`config.mk`:
```
export PLATFORM = sky130hd
export DESIGN_NAME = etapa5_restaura
export DESIGN_NICKNAME = d
export VERILOG_FILES = /design/src/rtl/div_pkg.sv /design/src/rtl/restaura_desplaza.sv /design/src/rtl/etapa5_restaura.sv
export SDC_FILE = /design/constraint.sdc
export NUM_CORES = 1
export LEC_CHECK = 0
export ABC_AREA = 1
export ABC_CLOCK_PERIOD_IN_PS = 2060
export CORE_MARGIN = 4
export CORE_UTILIZATION = 34
export DETAILED_ROUTE_END_ITERATION = 10
export PLACE_DENSITY = 0.66
export REMOVE_ABC_BUFFERS = 1
export SKIP_LAST_GASP = 1
export SLEW_MARGIN = 15
export SYNTH_ARGS = -nofsm -noshare
export SYNTH_HDL_FRONTEND = slang
export SYNTH_SLANG_ARGS = --single-unit
```
`constraint.sdc`:
```
create_clock -name clk -period 2.06 [get_ports clk]
set_clock_uncertainty 0.05 [all_clocks]
set_input_delay 0.412 -clock clk [delete_from_list [all_inputs] [get_ports clk]]
set_output_delay 0.412 -clock clk [all_outputs]
set_load 0.02 [all_outputs]
```
`src/rtl/div_pkg.sv`:
```
// Shared definitions for the pipelined restoring divider.
// Width constants:
//   DvLen   - divisor MSB index (divisor is DvLen+1 bits)
//   DdLen   - dividend MSB index
//   QLen    - quotient MSB index
//   HiDdMin - LSB index of the dividend upper half (trial difference)
// Buffer occupancy encoding used by the valid/ready output stages.
package div_pkg;
  localparam int DvLen   = 15;
  localparam int DdLen   = 31;
  localparam int QLen    = 15;
  localparam int HiDdMin = 16;

  typedef enum logic [1:0] {
    ST_EMPTY = 2'd0,
    ST_ONE   = 2'd1,
    ST_TWO   = 2'd2
  } buf_state_e;
endpackage

```
`src/rtl/restaura_desplaza.sv`:
```
// Combinational restore-and-shift step of the restoring divider.
// Ports:
//   divisor_i   - divisor magnitude
//   dividend_i  - partial remainder, upper half holds the trial difference
//   quotient_i  - partial quotient
//   qbit_o      - new quotient bit (1 when the trial difference is >= 0)
//   dividend_o  - restored remainder shifted left one place
//   quotient_o  - partial quotient shifted left with qbit appended
module restaura_desplaza
  import div_pkg::*;
#(
  parameter int AnchoDv = DvLen,
  parameter int AnchoDd = DdLen,
  parameter int AnchoQ  = QLen,
  parameter int SupDvMn = HiDdMin
) (
  input  logic [AnchoDv:0] divisor_i,
  input  logic [AnchoDd:0] dividend_i,
  input  logic [AnchoQ:0]  quotient_i,
  output logic             qbit_o,
  output logic [AnchoDd:0] dividend_o,
  output logic [AnchoQ:0]  quotient_o
);
  logic signed [AnchoDv:0] diff;
  logic        [AnchoDv:0] rest;
  logic                    unused_qmsb;

  assign diff   = dividend_i[AnchoDd:SupDvMn];
  // Divisor < 2^AnchoDv upstream, so the top bit of diff is a true sign.
  assign qbit_o = ~diff[AnchoDv];
  // Add-back wraps modulo 2^(AnchoDv+1), which cancels the failed subtract.
  assign rest   = qbit_o ? diff : (diff + divisor_i);

  // The MSB of rest falls off the top; the lower half's MSB carries into
  // the upper half.
  assign dividend_o = {rest[AnchoDv-1:0], dividend_i[SupDvMn-1:0], 1'b0};
  assign quotient_o = {quotient_i[AnchoQ-1:0], qbit_o};

  // The quotient MSB shifts out and is not needed here.
  assign unused_qmsb = quotient_i[AnchoQ];
endmodule

```
`src/rtl/etapa5_restaura.sv`:
```
// Restore-and-shift stage of the pipelined restoring divider with a
// valid/ready output handshake.
// Build option: ETAPA5_SKID_EN
//   defined   - two-entry (main + skid) buffer, readyOut registered
//   undefined - single register, readyOut = ~goOut | readyIn
// Ports:
//   clk, reset (sync, active-low)
//   goIn / readyOut            - upstream handshake
//   goOut / readyIn            - downstream handshake
//   divisorIn, dividendIn, quotientIn, flag inputs  - incoming item
//   divisorOut, dividendOut, quotientOut, flag outputs - oldest held item
module etapa5_restaura
  import div_pkg::*;
#(
  parameter int AnchoDv = DvLen,
  parameter int AnchoDd = DdLen,
  parameter int AnchoQ  = QLen,
  parameter int SupDvMn = HiDdMin
) (
  input  logic             clk,
  input  logic             reset,
  input  logic             goIn,
  output logic             readyOut,
  input  logic [AnchoDv:0] divisorIn,
  input  logic [AnchoDd:0] dividendIn,
  input  logic [AnchoQ:0]  quotientIn,
  input  logic             negDivisorIn,
  input  logic             negDividendIn,
  input  logic             DivisorNoCeroIn,
  output logic             goOut,
  input  logic             readyIn,
  output logic [AnchoDv:0] divisorOut,
  output logic [AnchoDd:0] dividendOut,
  output logic [AnchoQ:0]  quotientOut,
  output logic             negDivisorOut,
  output logic             negDividendOut,
  output logic             DivisorNoCeroOut
);
  logic [AnchoDd:0] dd_next;
  logic [AnchoQ:0]  q_next;
  logic             qbit;
  logic [2:0]       fl_in;

  buf_state_e       state_q, state_d;
  logic [AnchoDv:0] dv_q;
  logic [AnchoDd:0] dd_q;
  logic [AnchoQ:0]  q_q;
  logic [2:0]       fl_q;
  logic             xfer_in, xfer_out, ld_main_new;
`ifdef ETAPA5_SKID_EN
  logic             ready_q, ld_skid, ld_main_skid;
  logic [AnchoDv:0] sdv_q;
  logic [AnchoDd:0] sdd_q;
  logic [AnchoQ:0]  sq_q;
  logic [2:0]       sfl_q;
`endif

  // ---- combinational restore/shift ahead of the buffer ----
  restaura_desplaza #(
    .AnchoDv(AnchoDv), .AnchoDd(AnchoDd), .AnchoQ(AnchoQ), .SupDvMn(SupDvMn)
  ) u_rd (
    .divisor_i (divisorIn),
    .dividend_i(dividendIn),
    .quotient_i(quotientIn),
    .qbit_o    (qbit),
    .dividend_o(dd_next),
    .quotient_o(q_next)
  );

  assign fl_in    = {negDivisorIn, negDividendIn, DivisorNoCeroIn};
  assign goOut    = (state_q != ST_EMPTY);
`ifdef ETAPA5_SKID_EN
  assign readyOut = ready_q;
`else
  assign readyOut = ~goOut | readyIn;
`endif
  assign xfer_in  = goIn & readyOut;
  assign xfer_out = goOut & readyIn;

  always_comb begin
    state_d     = state_q;
    ld_main_new = 1'b0;
`ifdef ETAPA5_SKID_EN
    ld_skid      = 1'b0;
    ld_main_skid = 1'b0;
    case (state_q)
      ST_EMPTY: if (xfer_in) begin
        ld_main_new = 1'b1;
        state_d     = ST_ONE;
      end
      ST_ONE: begin
        if (xfer_in && xfer_out) begin
          ld_main_new = 1'b1;
        end else if (xfer_in) begin
          // Main is stalled; park the new item behind it.
          ld_skid = 1'b1;
          state_d = ST_TWO;
        end else if (xfer_out) begin
          state_d = ST_EMPTY;
        end
      end
      ST_TWO: if (xfer_out) begin
        ld_main_skid = 1'b1;
        state_d      = ST_ONE;
      end
      default: state_d = ST_EMPTY;
    endcase
`else
    if (xfer_in) begin
      ld_main_new = 1'b1;
      state_d     = ST_ONE;
    end else if (xfer_out) begin
      state_d = ST_EMPTY;
    end
`endif
  end

  // ---- output register stage ----
  always_ff @(posedge clk) begin
    if (!reset) begin
      state_q <= ST_EMPTY;
      dv_q    <= '0;
      dd_q    <= '0;
      q_q     <= '0;
      fl_q    <= '0;
`ifdef ETAPA5_SKID_EN
      ready_q <= 1'b1;
`endif
    end else begin
      state_q <= state_d;
`ifdef ETAPA5_SKID_EN
      ready_q <= (state_d != ST_TWO);
`endif
      if (ld_main_new) begin
        dv_q <= divisorIn;
        dd_q <= dd_next;
        q_q  <= q_next;
        fl_q <= fl_in;
      end
`ifdef ETAPA5_SKID_EN
      else if (ld_main_skid) begin
        dv_q <= sdv_q;
        dd_q <= sdd_q;
        q_q  <= sq_q;
        fl_q <= sfl_q;
      end
`endif
    end
  end

`ifdef ETAPA5_SKID_EN
  // Skid contents are only read after being loaded, so no reset is needed.
  always_ff @(posedge clk) begin
    if (ld_skid) begin
      sdv_q <= divisorIn;
      sdd_q <= dd_next;
      sq_q  <= q_next;
      sfl_q <= fl_in;
    end
  end
`endif

  assign divisorOut       = dv_q;
  assign dividendOut      = dd_q;
  assign quotientOut      = q_q;
  assign negDivisorOut    = fl_q[2];
  assign negDividendOut   = fl_q[1];
  assign DivisorNoCeroOut = fl_q[0];
endmodule

```
==> summary.md, run 1 <==
- finished, final reports clean — result of the run
- 0 — final setup violation count
- 0 — DRC
- 0.76 ns — internal reg-to-reg setup slack
- yes — clock tree from TritonCTS
- 0 — number of routed nets with antenna violations
- input port — Critical Path Source Type
- dividendOut[27]$_SDFFE_PN0P_ — endpoint of the worst hold path
- 3470 — number of vias after detailed routing
- flop — critical path capture point type
- 0.07 ns — clock transition at the registers of the reported paths
- 0.5099 GHz — achievable frequency
- 298.5 uV — maximum ir drop on the vdd rail
- 0 — number of setup buffers added after CTS
- 67 — total of flip-flops plus latches after synthesis
- dividendOut[27]$_SDFFE_PN0P_ — critical hold path startpoint
- 3498 — via count of the first global-routing pass
- 16310 um — wire length of the first global-routing pass
- 106.7 um — die width
- 35.37% — effective utilization at floorplan
- 2.18 ns — Data arrival, critical path
- 17.60% — overall fraction of global-route tracks in use
- 40.47% — fraction of the yosys area taken by sequential cells
- 0.8003 — RePlAce Congestion
- 2 — worst hold path cell count
- 62.15% — worst relative slew slack
- 2 — Max Root-Sink Buffers
- reg -> reg — class of the tightest hold or removal check
- 5160 um^2 — final design area excluding fillers
- 0 — remaining global-route overflow
- 2.300 nW — Leak
- 9.091% — layout cells sized above 1
- 3 — maximum fanout count along the critical path
- 173 — Initial DRC Count
- 11390 um^2 — die footprint
- 0 — Ant. Diodes
- 55.06% — Core Util, Final
- 137 — total of buffers placed on input and output ports
- 140 — number of placed I/O pins
- 40.47% — post-synth top area share
- sky130_fd_sc_hd__dfxtp_1 (40%), sky130_fd_sc_hd__nor2_1 (13%), sky130_fd_sc_hd__nand2_1 (9.5%) — most area-consuming cells after synthesis
- 12.88 um — DR WL/cell
- 0.5677 ns — worst-margin pin slew
- 2.28 ns — required time of the critical path
- 7499 um — Detailed Place HPWL
- 0 — yosys synthesis warning count
- 3 — H-tree depth reported by CTS
- 1.961 ns — post-route minimum period
- 713.3 nW/um^2 — Power Dens Cells
- 106.7 um — height of the chip
- 0.33 ns — worst skew pair latency
- 0 — count of max-cap constraint violations
- 95.21% — post-route clock period utilization
- 35 — # rows
- 4 — length of the first detailed-routing pass in iterations
- state_q[0]$_SDFFE_PN0P_ — R2R Path Start
- 3314 um^2 — Cell Area, Synth
- 55.68% — area added between synthesis and finish
- sky130_fd_sc_hd__dfxtp_1 — Synth area leader
- true — unrepaired setup endpoints after global routing
- 4.524 — post-detailed-route via-to-cell ratio
- 8 — FF-to-FF path depth
- sky130_fd_sc_hd__clkbuf_8 — clock root buffer
- 9371 um^2 — Core Box Area
- 486 — cell count after synthesis
- 6.820 um^2 — Mapped Avg Cell Area
- dividendOut[31]$_SDFFE_PN0P_ — Critical R2R Capture
- 0 — antenna violations before repair
- 720 — number of nets in the layout
- 0 — final max-slew violation count
- 9879 um — total wirelength of the detailed-routed design
- 0.4179 ns — worst hold slack
- 4935 um^2 — standard cell area after detailed placement
- 67 — sink count of the clock tree
- in -> reg — Critical Setup Path Class
- 9 — total clock buffers created by CTS
- 28 — synth unique cells
- 0 — count of endpoints failing hold in the final timing report
- 40 — largest net degree at the start of global routing
report_power, final:
part	total, mW	internal [mW]	switching [mW]
clock	1.20	0.704	0.499
combinational	1.03	0.499	0.527
sequential	1.45	1.40	0.0507
total	3.68	2.60	1.08
routing by layer:
metal / routed length (um) / GRT usage, % / share of wire, %
met3: 572 / 4.455 / 5.8
met4: 86 / 5.023 / 0.87
met5: 0 / 0 / 0
met1: 4373 / 21.23 / 44
met2: 4846 / 30.89 / 49
through the flow:
step	power (mW)	setup TNS, ns	setup slack [ns]	std cells
3_5_place_dp	2.513	-2.067	-0.2937	752
3_3_place_gp	2.493	-1.827	-0.2814	752
2_1_floorplan	1.988	-4.775	-0.1849	463
5_1_grt	3.898	-0.009611	-0.006231	767
6_report	3.681	0	0.09868	767
4_1_cts	3.736	0	0.002284	767
layout by cell type, fill, tap and decap left out, types with 2 or more instances in the layout:
| master | count |
|---|---|
| sky130_fd_sc_hd__clkdlybuf4s50_1 | 135 |
| sky130_fd_sc_hd__nor2_1 | 118 |
| sky130_fd_sc_hd__nand2_1 | 83 |
| sky130_fd_sc_hd__dfxtp_1 | 67 |
| sky130_fd_sc_hd__o21ai_0 | 61 |
| sky130_fd_sc_hd__inv_1 | 42 |
| sky130_fd_sc_hd__a21oi_1 | 30 |
| sky130_fd_sc_hd__buf_4 | 21 |
| sky130_fd_sc_hd__nand3_1 | 15 |
| sky130_fd_sc_hd__ha_1 | 13 |
| sky130_fd_sc_hd__clkbuf_8 | 10 |
| sky130_fd_sc_hd__nand2_2 | 4 |
| sky130_fd_sc_hd__inv_2 | 4 |
| sky130_fd_sc_hd__xor2_1 | 4 |
| sky130_fd_sc_hd__nor2_2 | 3 |
| sky130_fd_sc_hd__nand4_1 | 3 |
| sky130_fd_sc_hd__nand3_2 | 2 |
| sky130_fd_sc_hd__a21oi_2 | 2 |
| sky130_fd_sc_hd__xnor2_1 | 2 |
| sky130_fd_sc_hd__bufinv_16 | 2 |
| sky130_fd_sc_hd__clkinv_2 | 2 |
| sky130_fd_sc_hd__buf_12 | 2 |
how the worst max path moves through the flow:
stage | from | to | cells past startpoint
6_report | dividendIn[16] | dividendOut[31]$_SDFFE_PN0P_ | 13
5_1_grt | dividendIn[16] | dividendOut[27]$_SDFFE_PN0P_ | 13
4_1_cts | readyIn | readyOut | 4
3_5_place_dp | divisorIn[0] | dividendOut[31]$_SDFFE_PN0P_ | 13
3_3_place_gp | divisorIn[0] | dividendOut[31]$_SDFFE_PN0P_ | 13
2_1_floorplan | readyIn | dividendOut[31]$_SDFFE_PN0P_ | 7
flip-flops by register name, indices dropped and copies added (netlist names):
register	count
state_q	1
quotientOut	16
divisorOut	16
fl_q	3
dividendOut	31
critical path, stage by stage:
cell                              delay, ns
sky130_fd_sc_hd__clkdlybuf4s50_1       0.50
sky130_fd_sc_hd__ha_2                  0.19
sky130_fd_sc_hd__inv_1                 0.06
sky130_fd_sc_hd__fa_2                  0.39
sky130_fd_sc_hd__inv_2                 0.07
sky130_fd_sc_hd__nand2_1               0.06
sky130_fd_sc_hd__nand3_2               0.11
sky130_fd_sc_hd__nand2_2               0.06
sky130_fd_sc_hd__nand2_1               0.06
sky130_fd_sc_hd__nand2_1               0.04
sky130_fd_sc_hd__nand3_1               0.06
sky130_fd_sc_hd__nand2_1               0.05
sky130_fd_sc_hd__a21oi_1               0.11
synth_stat cells (all sizes together):
cell type and count:
clkbuf 12, conb 1, ha 14, dfxtp 67, o21ai 61, xor2 4, clkinv 1, o21bai 1
a21oi 32, nor2 121, fa 1, a31oi 1, nand3 17, and2 1, inv 46, a211oi 1
o21a 1, buf 11, nand2 88, xnor2 2, nand4 3
layout make-up:
type / count / area, um^2
clock buffer: 10 / 137.6
clock inverter: 5 / 77.57
fill: 946 / 4212
inverter: 47 / 176.4
multi-input combinational: 349 / 1699
sequential: 67 / 1341
tap: 129 / 161.4
timing repair buffer: 160 / 1567
repair_timing:
item | in CTS | in global routing
hold buffers | 0 | 0
resized for setup | 0 | 5
setup endpoints to repair | 0 | 4
cells by family after synthesis:
group / synth area share (%)
buf+inv: 8.493
other cells: 0.1131
flops: 40.47
compound gates: 15.48
fa+ha+maj: 5.889
xor+xnor: 1.585
simple gates: 27.97
Note: power is estimated with default switching activity, not from simulation.
==> inputs of run 2 (changes only) <==
--- a/config.mk
+++ b/config.mk
@@ -6,9 +6,10 @@
 export NUM_CORES = 1
 export LEC_CHECK = 0
 export ABC_AREA = 1
-export ABC_CLOCK_PERIOD_IN_PS = 2060
+export ABC_CLOCK_PERIOD_IN_PS = 2050
 export CORE_MARGIN = 4
 export CORE_UTILIZATION = 34
+export CTS_CLUSTER_SIZE = 25
 export DETAILED_ROUTE_END_ITERATION = 10
 export PLACE_DENSITY = 0.66
 export REMOVE_ABC_BUFFERS = 1
==> constraint.sdc (replaced) <==
create_clock -name clk -period 2.05 [get_ports clk]
set_clock_uncertainty 0.05 [all_clocks]
set_input_delay 0.41 -clock clk [delete_from_list [all_inputs] [get_ports clk]]
set_output_delay 0.41 -clock clk [all_outputs]
set_load 0.02 [all_outputs]
==> run 2 against run 1 <==
Sequential cell count unchanged. Sequential share of layout area decreased by 0.13 points. Cell area increased by 0.48%. Final cell count unchanged. Via count increased by 2.6%. Critical path depth decreased by 1. Worst setup slack improved by 0.13 ns. Clock-buffer cell count decreased by 1. Largest cell class unchanged. Largest power group unchanged.
==> summary.md, run 2 (synthesis results as in run 1) <==
- finished, final reports clean — result of the run
- 7432 um — Detailed Place HPWL
- 0.34 ns — worst skew pair latency
- false — unrepaired setup endpoints after global routing
- 31 — max reg flops
- 29.09% — proportion of total power due to net switching
- 294.4 uV — maximum ir drop on the vdd rail
- 35 — # rows
- 0 — number of routed nets with antenna violations
- 2 — Max Root-Sink Buffers
- 4935 um^2 — standard cell area after detailed placement
- quotientOut[0]$_SDFFE_PN0P_ — Critical R2R Capture
- 720 — number of nets in the layout
- input port — Critical Path Source Type
- state_q[0]$_SDFFE_PN0P_ — R2R Path Start
- 4 — length of the first detailed-routing pass in iterations
- 0.5716 ns — worst-margin pin slew
- in -> reg — class of the tightest hold or removal check
- 0 — final setup violation count
- -0.3041 ns — post-place setup slack
- 2.322 nW — Leak
- 1.823 ns — post-route minimum period
- 0.8025 — RePlAce Congestion
- 2.00 ns — Data arrival, critical path
- 2.23 ns — required time of the critical path
- 0.08 ns — clock transition at the registers of the reported paths
- 4 — maximum fanout count along the critical path
- sky130_fd_sc_hd__clkbuf_8 — clock root buffer
- 0 — remaining global-route overflow
- 0 — count of max-cap constraint violations
- 9371 um^2 — Core Box Area
- 12.79 um — DR WL/cell
- 3 — worst hold path cell count
- 55.33% — Core Util, Final
- 106.7 um — die width
- 140 — number of placed I/O pins
- 106.7 um — height of the chip
- 0 — number of buffers inserted by hold repair at cts
- 15550 um — wire length of the first global-routing pass
- 3340 — via count of the first global-routing pass
- 56.44% — area added between synthesis and finish
- 1.113 mW — power spent charging and discharging nets
- 35.0% — share of power burned in the clock network
- flop — critical path capture point type
- 137 — total of buffers placed on input and output ports
- 0 — antenna violations before repair
- yes — clock tree from TritonCTS
- 35.37% — effective utilization at floorplan
- 9808 um — total wirelength of the detailed-routed design
- 4.641 — post-detailed-route via-to-cell ratio
- 0 — count of endpoints failing hold in the final timing report
- sky130_fd_sc_hd__clkdlybuf4s50_1 — commonest non-fill, non-tap cell in the layout
- dividendOut[17]$_SDFFE_PN0P_ — endpoint of the worst hold path
- 7 — FF-to-FF path depth
- 38.1% — part of the power in registers
- divisorIn[9] — crit path launch
- 16.91% — overall fraction of global-route tracks in use
- 0 — final max-slew violation count
- 9.091% — layout cells sized above 1
- 0 — Ant. Diodes
- 752 — Cells after DPL
- 26.9% — combinational cell fraction of total power
- 61.90% — worst relative slew slack
- 11390 um^2 — die footprint
- 3560 — number of vias after detailed routing
- 767 — post-layout instance count excluding filler cells
- in -> reg — Critical Setup Path Class
- 67 — sink count of the clock tree
- 0.75 ns — internal reg-to-reg setup slack
- 0.3413 ns — worst hold slack
- 737.8 nW/um^2 — Power Dens Cells
- 9 — total clock buffers created by CTS
- 2.713 mW — internal power
- 40 — largest net degree at the start of global routing
- 88.92% — post-route clock period utilization
- 5185 um^2 — final design area excluding fillers
- 0.2272 ns — crit path setup slack, layout
- sky130_fd_sc_hd__clkdlybuf4s50_1 (133), sky130_fd_sc_hd__nor2_1 (118), sky130_fd_sc_hd__nand2_1 (83), sky130_fd_sc_hd__dfxtp_1 (67), sky130_fd_sc_hd__o21ai_0 (61) — most frequent cells in the layout
- 0.5486 GHz — achievable frequency
- dividendIn[16] — critical hold path startpoint
- 0 — DRC
- 3 — H-tree depth reported by CTS
- 134 — Initial DRC Count
## run 2: changes by cell type in the layout (fill, tap and decap cells not counted)
cell and change:
sky130_fd_sc_hd__dlymetal6s2s_1 +1, sky130_fd_sc_hd__clkinv_4 +2, sky130_fd_sc_hd__bufinv_16 +1, sky130_fd_sc_hd__clkdlybuf4s50_1 -2
sky130_fd_sc_hd__clkbuf_8 -1, sky130_fd_sc_hd__dlygate4sd2_1 +1, sky130_fd_sc_hd__clkinv_2 -2
## run 2: what timing repair did
| action | CTS | global route |
|---|---|---|
| cloned | 0 | 0 |
| endpoints found under the setup margin | 1 | 4 |
| buffers inserted | 0 | 0 |
| resized for setup | 1 | 6 |
| pin swaps | 0 | 2 |
## run 2: worst max path at each step
stage / endpoint / slack (ns) / depth (start not counted)
2_1_floorplan: dividendOut[31]$_SDFFE_PN0P_ / -0.19 / 7
3_3_place_gp: dividendOut[31]$_SDFFE_PN0P_ / -0.29 / 13
3_5_place_dp: dividendOut[31]$_SDFFE_PN0P_ / -0.30 / 12
4_1_cts: dividendOut[31]$_SDFFE_PN0P_ / 0.05 / 13
5_1_grt: dividendOut[31]$_SDFFE_PN0P_ / 0.02 / 12
6_report: dividendOut[31]$_SDFFE_PN0P_ / 0.23 / 12
## run 2: area by class of cell
| type | instances | area [um^2] |
|---|---|---|
| Clock inverter | 6 | 115.1 |
| Fill cell | 915 | 4187 |
| Multi-Input combinational cell | 349 | 1699 |
| Tap cell | 129 | 161.4 |
| Clock buffer | 9 | 123.9 |
| Timing Repair Buffer | 160 | 1568 |
| Inverter | 47 | 176.4 |
| Sequential cell | 67 | 1341 |
## run 2: layer usage
metal	vias up	routed length [um]	track usage, %
li1	1836	-	-
met1	1608	4273	19.84
met5	-	0	0
met4	0	107	6.119
met2	103	4814	29.99
met3	13	612	3.913
## run 2: power by group through the flow
stage,registers (mW),clock network [mW],logic [mW]
3_3_place_gp,1.49,0,1.02
4_1_cts,1.46,1.38,1.04
5_1_grt,1.47,1.42,1.13
6_report,1.46,1.34,1.03
2_1_floorplan,1.62,0,0.381
3_5_place_dp,1.49,0,1.04
## run 2: critical path, stage by stage
cell	delay [ns]
sky130_fd_sc_hd__clkdlybuf4s50_1	0.46
sky130_fd_sc_hd__ha_1	0.37
sky130_fd_sc_hd__nand2_1	0.11
sky130_fd_sc_hd__inv_1	0.05
sky130_fd_sc_hd__nand2_1	0.06
sky130_fd_sc_hd__nand2_1	0.06
sky130_fd_sc_hd__a21oi_1	0.17
sky130_fd_sc_hd__nand2_1	0.07
sky130_fd_sc_hd__nand2_1	0.06
sky130_fd_sc_hd__nand3_1	0.06
sky130_fd_sc_hd__nand2_1	0.07
sky130_fd_sc_hd__a21oi_1	0.05
## run 2: stage by stage
| step | TNS [ns] | power (mW) |
|---|---|---|
| after CTS | 0 | 3.876 |
| after detailed placement | -2.231 | 2.524 |
| after floorplan | -5.383 | 1.998 |
| after global placement | -1.937 | 2.506 |
| final | 0 | 3.826 |
| after global routing | 0 | 4.026 |
